$ cat config.mk
export PLATFORM = sky130hd
export DESIGN_NAME = five_arb
export DESIGN_NICKNAME = d
export VERILOG_FILES = /design/src/rtl/five_arb.sv
export SDC_FILE = /design/constraint.sdc
export NUM_CORES = 1
export LEC_CHECK = 0
export CORE_MARGIN = 2
export CORE_UTILIZATION = 50
export CTS_CLUSTER_SIZE = 8
export DETAILED_ROUTE_END_ITERATION = 12
export GPL_TIMING_DRIVEN = 1
export PLACE_DENSITY = 0.75
export SLEW_MARGIN = 40
export SYNTH_ARGS = -nofsm -noshare
export SYNTH_HDL_FRONTEND = slang
export SYNTH_SLANG_ARGS = --single-unit
$ cat constraint.sdc
create_clock -name clk -period 5.72 [get_ports clk]
set_input_delay 1.144 -clock clk [delete_from_list [all_inputs] [get_ports clk]]
set_output_delay 1.144 -clock clk [all_outputs]
set_load 0.03 [all_outputs]
$ cat src/rtl/five_arb.sv
// Two-requester round-robin arbiter that sequences one operation on a shared "five" unit.
// Latency: grant on the first rising edge that samples req!=0 in IDLE; done arrives
// max(len,1) drive cycles plus 1..TMO wait cycles later.
// Backpressure: requests are held off (not queued) while an operation is in flight;
// the shared unit stalls completion by holding status non-zero, bounded by TMO cycles.
//
// Ports:
//   clk            clock, all state changes on the rising edge
//   reset          asynchronous active-high reset
//   req[1:0]       per-requester request, bit i = requester i
//   code0/code1    value each requester wants driven on sig
//   len0/len1      drive length in cycles (0 behaves as 1)
//   status[1:0]    shared unit status, 2'b00 = idle
//   sig[1:0]       value driven into the shared unit (non-zero only while driving)
//   gnt[1:0]       one-hot grant, held from DRIVE entry through the last WAIT cycle
//   busy           high whenever the FSM is not in IDLE
//   done           one-cycle completion pulse
//   done_id        index of the requester whose operation just finished
//   tmo_err        qualifies done: the operation ended by timeout
module five_arb #(
   parameter int unsigned TMO = 15
) (
   input  logic       clk,
   input  logic       reset,
   input  logic [1:0] req,
   input  logic [1:0] code0,
   input  logic [1:0] code1,
   input  logic [3:0] len0,
   input  logic [3:0] len1,
   input  logic [1:0] status,
   output logic [1:0] sig,
   output logic [1:0] gnt,
   output logic       busy,
   output logic       done,
   output logic       done_id,
   output logic       tmo_err
);

   typedef enum logic [1:0] {
      S_IDLE  = 2'd0,
      S_DRIVE = 2'd1,
      S_WAIT  = 2'd2,
      S_DONE  = 2'd3
   } state_t;

   // The timeout counter starts at 0 on WAIT entry, so the last permitted WAIT
   // cycle is the one where it reads TMO-1.
   localparam logic [7:0] TMO_LAST = 8'(TMO - 1);

   state_t     state_q, state_d;
   logic       win_q,   win_d;    // requester owning the current operation
   logic       ptr_q,   ptr_d;    // last winner, drives round-robin tie break
   logic [1:0] code_q,  code_d;
   logic [3:0] dcnt_q,  dcnt_d;   // remaining drive cycles, including the current one
   logic [7:0] tcnt_q,  tcnt_d;   // WAIT cycles already spent
   logic       tmo_q,   tmo_d;

   // Arbitration: on a tie the requester that did not win last time goes first;
   // a lone requester wins whatever the pointer says.
   logic       win_sel;
   logic [1:0] code_sel;
   logic [3:0] len_sel;

   always_comb begin
      win_sel = 1'b0;
      if (req == 2'b11) begin
         win_sel = ~ptr_q;
      end else begin
         win_sel = req[1];
      end
      code_sel = win_sel ? code1 : code0;
      len_sel  = win_sel ? len1  : len0;
   end

   always_ff @(posedge clk or posedge reset) begin
      if (reset) begin
         state_q <= S_IDLE;
         win_q   <= 1'b0;
         ptr_q   <= 1'b1;
         code_q  <= 2'b00;
         dcnt_q  <= 4'd0;
         tcnt_q  <= 8'd0;
         tmo_q   <= 1'b0;
      end else begin
         state_q <= state_d;
         win_q   <= win_d;
         ptr_q   <= ptr_d;
         code_q  <= code_d;
         dcnt_q  <= dcnt_d;
         tcnt_q  <= tcnt_d;
         tmo_q   <= tmo_d;
      end
   end

   always_comb begin
      state_d = state_q;
      win_d   = win_q;
      ptr_d   = ptr_q;
      code_d  = code_q;
      dcnt_d  = dcnt_q;
      tcnt_d  = tcnt_q;
      tmo_d   = tmo_q;

      unique case (state_q)
         S_IDLE: begin
            if (req != 2'b00) begin
               state_d = S_DRIVE;
               win_d   = win_sel;
               ptr_d   = win_sel;
               code_d  = code_sel;
               dcnt_d  = (len_sel == 4'd0) ? 4'd1 : len_sel;
               tmo_d   = 1'b0;
            end
         end
         S_DRIVE: begin
            if (dcnt_q == 4'd1) begin
               state_d = S_WAIT;
               tcnt_d  = 8'd0;
            end else begin
               dcnt_d  = dcnt_q - 4'd1;
            end
         end
         S_WAIT: begin
            // An idle status wins over the timeout when both occur on one edge.
            if (status == 2'b00) begin
               state_d = S_DONE;
               tmo_d   = 1'b0;
            end else if (tcnt_q == TMO_LAST) begin
               state_d = S_DONE;
               tmo_d   = 1'b1;
            end else begin
               tcnt_d  = tcnt_q + 8'd1;
            end
         end
         S_DONE: begin
            state_d = S_IDLE;
         end
         default: begin
            state_d = S_IDLE;
         end
      endcase
   end

   // Outputs decode only registered state, so reset clears them without a clock.
   always_comb begin
      sig     = (state_q == S_DRIVE) ? code_q : 2'b00;
      gnt     = 2'b00;
      if ((state_q == S_DRIVE) || (state_q == S_WAIT)) begin
         gnt = win_q ? 2'b10 : 2'b01;
      end
      busy    = (state_q != S_IDLE);
      done    = (state_q == S_DONE);
      done_id = (state_q == S_DONE) & win_q;
      tmo_err = (state_q == S_DONE) & tmo_q;
   end

   a_gnt_onehot: assert property (@(posedge clk) disable iff (reset) $onehot0(gnt));
   a_sig_quiet:  assert property (@(posedge clk) disable iff (reset)
                                  (state_q != S_DRIVE) |-> (sig == 2'b00));

endmodule

==> results of run 1 <==
-- synthesized netlist by cell type, types with 2 or more instances --
cell | instances | area (um2)
a2111oi_0 | 2 | 17.52
a211o_1 | 3 | 26.28
a211oi_1 | 3 | 22.52
a21oi_1 | 5 | 25.02
and2_1 | 5 | 31.28
clkbuf_1 | 3 | 11.26
dfrtp_1 | 18 | 450.4
ha_1 | 9 | 112.6
inv_1 | 9 | 33.78
mux2_2 | 2 | 22.52
mux2i_1 | 6 | 60.06
nand2_1 | 11 | 41.29
nand2b_1 | 7 | 43.79
nand3_1 | 4 | 20.02
nand3b_1 | 2 | 15.01
nor2_1 | 4 | 15.01
nor3_1 | 6 | 30.03
nor3b_1 | 2 | 15.01
nor4_1 | 3 | 18.77
o211a_1 | 2 | 20.02
o21a_1 | 2 | 15.01
o21ai_0 | 10 | 50.05
o32ai_1 | 2 | 17.52
-- state kept, by name (all words and copies together), names as in the netlist --
name,count
dcnt_q,4
code_q,2
tmo_q,1
win_q,1
tcnt_q,8
state_q,2
ptr_q,1
-- critical path, stage by stage, from the launching register on --
cell and delay [ps]:
dfrtp_1 440, inv_1 130, ha_1 510, and2_1 220, clkdlybuf4s50_1 670
-- power breakdown --
| group | internal (W) | switching (W) |
|---|---|---|
| combinational | 0.000198 | 0.000252 |
| clock | 0.0000262 | 0.0000476 |
| sequential | 0.000196 | 0.0000599 |
| total | 0.000420 | 0.000359 |
-- per-stage QoR --
| stage | setup slack, ps | power [W] | cells |
|---|---|---|---|
| after floorplan | 3135 | 0.0005733 | 138 |
| after global placement | 2658 | 0.0006899 | 190 |
| after detailed placement | 2574 | 0.0007091 | 190 |
| after CTS | 2296 | 0.0007824 | 194 |
| after global routing | 2170 | 0.0008413 | 194 |
| final | 2290 | 0.0007792 | 194 |
-- metal layers --
| layer | wire [um] | vias to the layer above |
|---|---|---|
| met5 | 0 | - |
| met4 | 34 | 0 |
| met3 | 117 | 4 |
| met2 | 1423 | 28 |
| met1 | 1250 | 530 |
| li1 | - | 565 |
-- worst min path at each step --
stage	startpoint	to	slack, ps	cells past startpoint
6_report	code_q[1]	code_q[1]	490	2
5_1_grt	code_q[0]	code_q[0]	540	2
4_1_cts	code_q[1]	code_q[1]	490	2
3_5_place_dp	code_q[1]	code_q[1]	470	2
3_3_place_gp	code_q[0]	code_q[0]	470	2
2_1_floorplan	code_q[0]	code_q[0]	440	2
-- area by class of cell --
type / count / area [um2] / area share, %
clock buffer: 3 / 22.52 / 1.416
tap: 30 / 37.54 / 2.360
timing repair buffer: 25 / 250.2 / 15.74
sequential: 19 / 476.7 / 29.98
inverter: 9 / 33.78 / 2.124
clock inverter: 1 / 5.005 / 0.3147
multi-input combinational: 107 / 764.5 / 48.07
-- kinds of logic after synthesis --
family          synth area share, %
simple gates                  22.37
compound gates                20.72
flops                         37.06
buf+inv                       3.502
mux                           7.587
fa+ha+maj                     8.755
==> results.yml, run 1 <==
global_routing:
  grt_max_degree: 20
  grt_pass1_wl_um: 4443
  grt_use_total_pct: 20.76
  gr-usage-met2_pct: 37.30
  antenna_found_initial: 0
  grtUsageMet1_pct: 24.91
  busiest_layer: "met2"
  grt.overflow.total: 0
  met3_usage_pct: 3.552
  grt_pass1_vias: 1028
route:
  dr.pass1.iters: 4
  drt_iter0_markers: 18
  via_count: 1127
  wl_um: 2825
  drc: 0
  final_antenna_net_count: 0
  post_drt_wl_per_cell_um: 14.56
  vias_per_cell: 5.809
place:
  dpl_cell_area_um2: 1563
  port_buffers: 25
  place.gp.congestion: 0.7081
  hpwl_um: 2158
clocking:
  cts_resized: 0
  cts_sinks: 19
  ctsHoldBuffers: 0
  cts_tree: "done"
  numCtsBuffers: 3
  clkLatencyLatePin_ps: 320
  postCtsSetupBuffers: 0
  path_clk_slew_ps: 120
  cts-root-buf: "clkbuf_4"
  htreeDepth: 1
  clock_path_buffers: 2
critical_path:
  regToRegSetupSlack_ps: 3310
  regToRegEndpoint: "state_q[1]"
  crit_end: "sig[1]"
  critPathLaunch: "state_q[1]"
  critical_path_required_ps: 4580
  critPathKind: "flop to primary output"
  startpoint_type: "flop"
  crit_arrival_ps: 2290
  r2r_cells: 6
  worstSetupEndpointType: "primary output"
  path_max_fanout: 17
  rr_startpoint: "state_q[1]"
floorplanning:
  die-area_um2: 2994
  rows: 18
  die_y_um: 54.72
  die_w_um: 54.72
  io_pins: 26
  core_um2: 2455
  initial_core_util_pct: 52.40
final_layout:
  drive_above_1_share_pct: 8.537
  mostFrequentLayoutCells: "25 x clkdlybuf4s50_1, 18 x dfrtp_1, 11 x nand2_1"
  final_area_um2: 1590
  fill_cells: 211
  finalNetCount: 192
  area_delta_synth_final_pct: 23.64
  fin_util_pct: 64.78
  diodes: 0
  final_common_cell: "clkdlybuf4s50_1"
logic_synthesis:
  ys_types: 41
  synth-edff-count: 0
  synth_cells: 138
  ys.flop_type: "dfrtp_1"
  synthArstFlopShare_pct: 100.0
  syn_nets: 165
  yosysSeqAreaShare_pct: 37.06
  syn_area_um2: 1286
  ys_warn_count: 0
  ys_ff_latch: 19
  syn_avg_cell_area_um2: 9.321
timing:
  whs_ps: 490.3
  drv_slew: 0
  max_clock_freq_ghz: 0.2915
  hold_violations: 0
  skew_ps: 7.132
  period_minus_slack_ps: 3430
  max-slew-margin-rel_pct: 51.43
  tns_ps: 0
  rsz0062_at_grt: "no"
  setup_viol: 0
  worst_slew_pin_slew_ps: 727.0
  fin_crit_sh_pct: 59.97
power_and_ir_drop:
  ir_worst_vdd_uv: 358.3
  p_leak_nw: 0.6907
  power_density_nw_per_um2: 490.0
hold_path:
  min-delay-path-class: "flop to flop"
outcome:
  status: "finished, final reports clean"
flow_run:
  drv_cap: 0
Note: power is estimated with default switching activity, not from simulation.
==> run 2, diff against run 1 <==
--- a/config.mk
+++ b/config.mk
@@ -6,11 +6,11 @@
 export NUM_CORES = 1
 export LEC_CHECK = 0
 export CORE_MARGIN = 2
-export CORE_UTILIZATION = 50
+export CORE_UTILIZATION = 46
 export CTS_CLUSTER_SIZE = 8
 export DETAILED_ROUTE_END_ITERATION = 12
 export GPL_TIMING_DRIVEN = 1
-export PLACE_DENSITY = 0.75
+export PLACE_DENSITY = 0.73
 export SLEW_MARGIN = 40
 export SYNTH_ARGS = -nofsm -noshare
 export SYNTH_HDL_FRONTEND = slang
==> constraint.sdc (replaced) <==
create_clock -name clk -period 2.9 [get_ports clk]
set_input_delay 0.58 -clock clk [delete_from_list [all_inputs] [get_ports clk]]
set_output_delay 0.58 -clock clk [all_outputs]
set_load 0.03 [all_outputs]
==> results.yml, run 2 (synthesized netlist as in run 1, its figures left out) <==
final_layout:
  diodes: 0
  final_common_cell: "clkdlybuf4s50_1"
  fin_util_pct: 59.51
  largestRegisters: "tcnt_q (8), dcnt_q (4)"
  largest_register_ff_count: 8
  finalNetCount: 195
  area_delta_synth_final_pct: 25.39
  mostFrequentLayoutCells: "25 x clkdlybuf4s50_1, 18 x dfrtp_1, 11 x nand2_1"
  largest-register: "tcnt_q"
  drive_above_1_share_pct: 8.982
place:
  port_buffers: 25
  pre_cts_slack_ps: 611.1
  place.gp.congestion: 0.8244
  hpwl_um: 2180
floorplanning:
  core_um2: 2710
  die_w_um: 56.88
  rows: 19
  initial_core_util_pct: 47.46
  die-area_um2: 3235
  io_pins: 26
  die_y_um: 56.88
critical_path:
  crit_arrival_ps: 1950
  crit_end: "gnt[0]"
  rr_startpoint: "dcnt_q[1]"
  r2r_cells: 6
  critical_path_required_ps: 2320
  regToRegSetupSlack_ps: 570
  critPathKind: "flop to primary output"
  worstSetupEndpointType: "primary output"
  critPathLaunch: "state_q[1]"
  startpoint_type: "flop"
  path_max_fanout: 4
  regToRegEndpoint: "state_q[1]"
timing:
  fin_ws_ps: 367.1
  skew_ps: 2.670
  fin_crit_sh_pct: 87.34
  drv_slew: 0
  period_minus_slack_ps: 2533
  max_clock_freq_ghz: 0.3948
  max-slew-margin-rel_pct: 53.09
  tns_ps: 0
  hold_violations: 0
  setup_viol: 0
  rsz0062_at_grt: "no"
  worst_slew_pin_slew_ps: 699.3
clocking:
  cts_resized: 0
  numCtsBuffers: 3
  ctsHoldBuffers: 0
  cts-root-buf: "clkbuf_4"
  postCtsSetupBuffers: 0
  path_clk_slew_ps: 110
  cts_tree: "done"
  cts_sinks: 19
  clock_path_buffers: 2
  clkLatencyLatePin_ps: 290
  htreeDepth: 1
power_and_ir_drop:
  p_leak_nw: 0.7008
  ir_worst_vdd_uv: 643.1
  power_density_nw_per_um2: 958.7
route:
  final_antenna_net_count: 0
  wl_um: 2885
  dr.pass1.iters: 4
  drt_iter0_markers: 33
  vias_per_cell: 5.732
  via_count: 1135
  post_drt_wl_per_cell_um: 14.57
  drc: 0
global_routing:
  grt_max_degree: 20
  grt_pass1_wl_um: 4747
  grt.overflow.total: 0
  antenna_found_initial: 0
  grt_use_total_pct: 18.51
  grt_pass1_vias: 1159
outcome:
  status: "finished, final reports clean"
hold_path:
  min-delay-path-class: "flop to flop"
flow_run:
  drv_cap: 0
## run 2: cell count changes in the layout (fill, tap and decap cells not counted)
cell,before,now
buf_4,0,3
clkbuf_1,0,1
clkinv_1,0,1
clkinv_2,1,0
inv_2,1,0
## run 2: layout make-up
class                           instances  area [um2]
Multi-Input combinational cell        107       764.5
Clock buffer                            4       26.28
Fill cell                             246        1097
Timing Repair Buffer                   28       272.8
Tap cell                               31       38.79
Sequential cell                        19       476.7
Inverter                                9       33.78
## run 2: worst min path at each step
| stage | slack (ps) | end | startpoint | cells past startpoint |
|---|---|---|---|---|
| 2_1_floorplan | 440 | code_q[0] | code_q[0] | 2 |
| 3_3_place_gp | 480 | code_q[0] | code_q[0] | 2 |
| 3_5_place_dp | 480 | code_q[1] | code_q[1] | 2 |
| 4_1_cts | 500 | code_q[1] | code_q[1] | 2 |
| 5_1_grt | 540 | code_q[0] | code_q[0] | 2 |
| 6_report | 500 | code_q[1] | code_q[1] | 2 |
## run 2: layer usage
metal	routed length, um	global-route usage, %	share of wire (%)	vias up
met5	0	0	0	-
met4	13	7.641	0.45	0
met3	116	2.304	4.0	2
met2	1455	33.83	50	32
met1	1299	21.42	45	532
li1	-	-	-	569
## run 2: through the flow
step	hold WS (ps)	instance area [um2]	cells	total power [W]
after floorplan	441.8	1286	138	0.001131
after global placement	478.7	1587	194	0.001376
after detailed placement	479.2	1587	194	0.001410
after CTS	503.1	1613	198	0.001549
after global routing	539.6	1613	198	0.001685
final	496.6	1613	198	0.001546
## run 2: worst max-delay path, cell delays in order, from the launching register on
cell             delay (ps)
dfrtp_1                 430
inv_1                   100
ha_1                    320
nor2b_1                 140
clkdlybuf4s50_1         670
## run 2: power by group
group	internal (W)	switching, W
Sequential	0.000387	0.000122
Combinational	0.000403	0.000500
Clock	0.0000535	0.0000821
Total	0.000843	0.000703
